**config.mk**
```make
export PLATFORM = sky130hd
export DESIGN_NAME = instr_fetch_unit
export DESIGN_NICKNAME = d
export VERILOG_FILES = /design/src/rtl/instr_fetch_unit.sv
export SDC_FILE = /design/constraint.sdc
export NUM_CORES = 1
export LEC_CHECK = 0
export ABC_CLOCK_PERIOD_IN_PS = 6100
export CAP_MARGIN = 20
export CELL_PAD_IN_SITES_DETAIL_PLACEMENT = 0
export CELL_PAD_IN_SITES_GLOBAL_PLACEMENT = 1
export CORE_ASPECT_RATIO = 0.6
export CORE_MARGIN = 2
export CORE_UTILIZATION = 30
export CTS_CLUSTER_SIZE = 28
export DETAILED_ROUTE_END_ITERATION = 10
export PLACE_DENSITY = 0.86
export SYNTH_ARGS = -nofsm -noshare
export SYNTH_HDL_FRONTEND = slang
export SYNTH_SLANG_ARGS = --single-unit
```
**constraint.sdc**
```tcl
create_clock -name clk -period 6.1 [get_ports clk]
set_input_delay 1.83 -clock clk [delete_from_list [all_inputs] [get_ports clk]]
set_output_delay 1.83 -clock clk [all_outputs]
set_load 0.05 [all_outputs]
```
**src/rtl/instr_fetch_unit.sv**
```systemverilog
// Fetch stage: one outstanding imem request, instruction register, valid/ready to decode.
// Define IFU_MISALIGN_TRAP_EN to trap on misaligned redirect targets instead of masking them.
module instr_fetch_unit #(
    parameter int unsigned     XLEN      = 32,
    parameter logic [XLEN-1:0] RESET_PC  = '0,
    parameter logic [31:0]     NOP_INSTR = 32'h0000_0013
) (
    input  logic            clk,
    input  logic            rst_n,
    output logic            imem_req,
    output logic [XLEN-1:0] imem_addr,
    input  logic            imem_gnt,
    input  logic            imem_rvalid,
    input  logic [31:0]     imem_rdata,
    output logic            instr_valid,
    input  logic            instr_ready,
    output logic [31:0]     instr,
    output logic [6:0]      op,
    output logic [2:0]      funct3,
    output logic            funct7_5,
    output logic [XLEN-1:0] pc,
    output logic [XLEN-1:0] pc_plus4,
    input  logic            redirect,
    input  logic [XLEN-1:0] redirect_target,
    output logic            fetch_misalign
);

    typedef enum logic [1:0] {
        S_REQ,
        S_WAIT,
        S_HOLD,
        S_TRAP
    } state_t;

    state_t          r_state;
    logic            r_req;
    logic            r_valid;
    logic [XLEN-1:0] r_fetch_pc;
    logic [XLEN-1:0] r_pc;
    logic [31:0]     r_instr;

    logic [XLEN-1:0] w_pc_plus4;
    logic [XLEN-1:0] w_target;
    logic [XLEN-1:0] w_next_pc;
    logic            w_trap;

    assign w_pc_plus4 = r_pc + XLEN'(4);
    assign w_target   = redirect_target & ~XLEN'(3);
    assign w_next_pc  = redirect ? w_target : w_pc_plus4;

`ifdef IFU_MISALIGN_TRAP_EN
    assign w_trap         = redirect && (redirect_target[1:0] != 2'b00);
    assign fetch_misalign = (r_state == S_TRAP);
`else
    assign w_trap         = 1'b0;
    assign fetch_misalign = 1'b0;
`endif

    always_ff @(posedge clk or negedge rst_n) begin
        if (!rst_n) begin
            r_state    <= S_REQ;
            r_req      <= 1'b0;
            r_valid    <= 1'b0;
            r_fetch_pc <= RESET_PC;
            r_pc       <= RESET_PC;
            r_instr    <= NOP_INSTR;
        end else begin
            unique case (r_state)
                S_REQ: begin
                    // first cycle after reset raises the request; gnt counts only once it is up
                    if (r_req && imem_gnt) begin
                        r_req   <= 1'b0;
                        r_state <= S_WAIT;
                    end else begin
                        r_req <= 1'b1;
                    end
                end
                S_WAIT: begin
                    if (imem_rvalid) begin
                        r_instr <= imem_rdata;
                        r_pc    <= r_fetch_pc;
                        r_valid <= 1'b1;
                        r_state <= S_HOLD;
                    end
                end
                S_HOLD: begin
                    if (instr_ready) begin
                        r_valid <= 1'b0;
                        r_instr <= NOP_INSTR;
                        if (w_trap) begin
                            r_pc    <= redirect_target;
                            r_state <= S_TRAP;
                        end else begin
                            r_fetch_pc <= w_next_pc;
                            r_req      <= 1'b1;
                            r_state    <= S_REQ;
                        end
                    end
                end
                S_TRAP: begin
                    r_state <= S_TRAP;
                end
                default: begin
                    r_state <= S_REQ;
                end
            endcase
        end
    end

    assign imem_req    = r_req;
    assign imem_addr   = r_fetch_pc;
    assign instr_valid = r_valid;
    assign instr       = r_instr;
    assign op          = r_instr[6:0];
    assign funct3      = r_instr[14:12];
    assign funct7_5    = r_instr[30];
    assign pc          = r_pc;
    assign pc_plus4    = w_pc_plus4;

endmodule

```
==> out/results.ini <==
[drt]
ant_nets=0
wirelength_mm=14.90
drtIter0Drc=234
routed_via_density=4.973
vias=4063
firstDrtPassIters=4
drc=0
wl_per_cell_um=18.24

[die]
dieArea_mm2=0.01692
dieHeight_um=101.6
rows=35
fp.dieW_um=166.6
core_area_mm2=0.01541
io_pins=212
initial_utilization_pct=30.87

[cts]
tritoncts=yes
path_clk_slew_ns=0.07
clk_path_buf_depth=2
post_cts_buffers=0
root_buffer=clkbuf_16
clock-sinks=100
cts_resized=0
ctsHoldBuffers=0
cts-buffers-inserted=9
h-tree-depth=3
clock_insertion_delay_worst_skew_ns=0.34

[final_layout]
most-common-layout-cells=clkdlybuf4s50_1, dfrtp_1, nand2_1
drive_above_1_share_pct=11.24
fin_cells=817
finalNetCount=685
area_delta_synth_final_pct=51.96
nFillCells=1417
antenna_cells=0
fin_area_mm2=0.007231
final_common_cell=clkdlybuf4s50_1

[critical_path]
crit_type=reg -> out
rrSetupSlack_ns=3.45
crit_arrival_ns=3.52
reg2reg_from=pc[2]
r2r_end=imem_addr[30]
r2r_cells=6
cp-start-kind=flop
worst_setup_path_end_kind=output pin
critPathMaxFanout=7
required_ns=4.27

[synthesis]
yosysWarnings=0
synth.distinct_cells=48
syn_area_mm2=0.004758
synthFlopType=dfrtp_1
synth_area_per_cell_um2=11.22
synthTopCellsByArea=dfrtp_1, mux2_2, a22o_1, o21ai_0, xor2_1
ys_seq_area_share_pct=52.67
synth_edf_count=0
synth_nets=500
ys_seq_elements=100
yosysTopAreaCellShare_pct=51.01
yosysTopAreaCell=dfrtp_1
async_flop_share_pct=100.0
synthCells=424

[hold_path]
worstHoldPathCells=1
min_to=instr_valid
hold_path.class=reg -> reg
min_from=instr_valid

[run_status]
outcome=finished clean

[placement]
io_buffer_count=208
dp_hpwl_mm=10.85
gp_congestion=0.8125
placedCellCount=800
place_ws_ns=1.176
place_area_mm2=0.006924

[timing]
final_max_slew_viol_count=0
fin_ws_ns=0.7500
timing.slew.headroom_pct=34.86
setup_viol=0
min_period_ns=5.350
rsz0062_at_grt=no
timing_hold_violations_final=0
period_share_pct=87.71
fmax_mhz=186.9
setup-tns-final_ns=0
skew_ns=0.01093
worst_pin_slew_ns=0.9770

[global_route]
grt_usage_pct=17.76
grt-ovfl-total=0
grt_pass1_vias=4296
grt_max_degree=53
antenna_found_initial=0
grt_pass1_wl_mm=23.70

[pwr]
p_total_mw=1.290
vdd_drop_max_mv=0.1196
leakage_nw=3.238
power_density_mw_per_mm2=178.4

[run]
max_cap_viol_count=0

==> worst max-delay path: stages, from the launching register on <==
cell and delay (ns):
dfrtp_1 0.53, ha_1 0.24, nand3_1 0.26, nor4_1 0.72
nand4_1 0.21, xnor2_1 0.32, clkdlybuf4s50_1 0.89
==> metal layers <==
layer / vias to the layer above / GRT usage, % / wire length (um)
li1: 1884 / - / -
met1: 2006 / 23.48 / 6533
met2: 162 / 28.48 / 6941
met3: 11 / 6.018 / 1282
met4: 0 / 4.178 / 146
met5: - / 0 / 0
==> state kept, by name (all words and copies together), names as in the netlist <==
name,cells
pc,32
instr,32
r_state,2
imem_req,1
imem_addr,32
instr_valid,1
==> cell families (layout without fill, tap and decap cells) <==
| group | Yosys count | in the layout | share of synthesized area, % |
|---|---|---|---|
| mux | 39 | 39 | 9.046 |
| fa+ha+maj | 6 | 6 | 1.578 |
| simple gates | 116 | 116 | 13.36 |
| buf+inv | 49 | 239 | 5.127 |
| compound gates | 90 | 90 | 13.91 |
| xor+xnor | 23 | 23 | 4.233 |
| other cells | 1 | 1 | 0.07881 |
| flops | 100 | 100 | 52.67 |
==> final cells by class <==
cell class | instances | area, um2 | area share (%)
clock buffers | 11 | 242.7 | 3.357
clock inverters | 5 | 36.28 | 0.5018
inverters | 10 | 37.54 | 0.5191
multi-input cells | 275 | 2013 | 27.84
flip-flops and latches | 100 | 2506 | 34.66
well taps | 203 | 254.0 | 3.513
repair buffers | 213 | 2141 | 29.61
==> cells in the mapped netlist, types with 2 or more instances <==
master and number:
dfrtp_1 97, nand2_1 35, mux2_2 32, o21ai_0 31, a22o_1 29, clkbuf_1 23
xor2_1 16, nand3_1 15, nor2_1 15, buf_4 14, and3_1 13, a221o_1 12
inv_1 9, nor4_1 8, mux2i_1 7, nor3_1 7, xnor2_1 7, ha_1 6
a21oi_1 4, a21o_1 3, dfstp_2 3, nand4_1 3, o32a_1 3, or2_2 3
and4_1 2, nand2b_1 2, nor3b_1 2, o21a_1 2, or3_1 2
==> stage by stage <==
step,util (%),hold WS (ns)
after global routing,46.91,0.5182
after detailed placement,44.92,0.4840
after floorplan,-,0.5752
after CTS,46.73,0.5054
final,46.91,0.5033
after global placement,44.85,0.4660
==> worst max path at each step <==
stage | start | endpoint | cells past startpoint
final | pc[2] | pc_plus4[30] | 6
after global routing | pc[2] | pc_plus4[30] | 6
after CTS | pc[2] | pc_plus4[30] | 6
after detailed placement | pc[2] | pc_plus4[30] | 6
after global placement | pc[2] | pc_plus4[26] | 6
after floorplan | pc[2] | pc_plus4[26] | 6
==> power by group <==
part / internal [mW] / leakage [nW] / total (mW) / switching (mW)
clock network: 0.290 / 0.140 / 0.544 / 0.254
logic: 0.0444 / 1.72 / 0.0810 / 0.0366
registers: 0.664 / 1.38 / 0.665 / 0.000915
total: 0.999 / 3.24 / 1.29 / 0.292
Power figures use the tool's default switching activity.
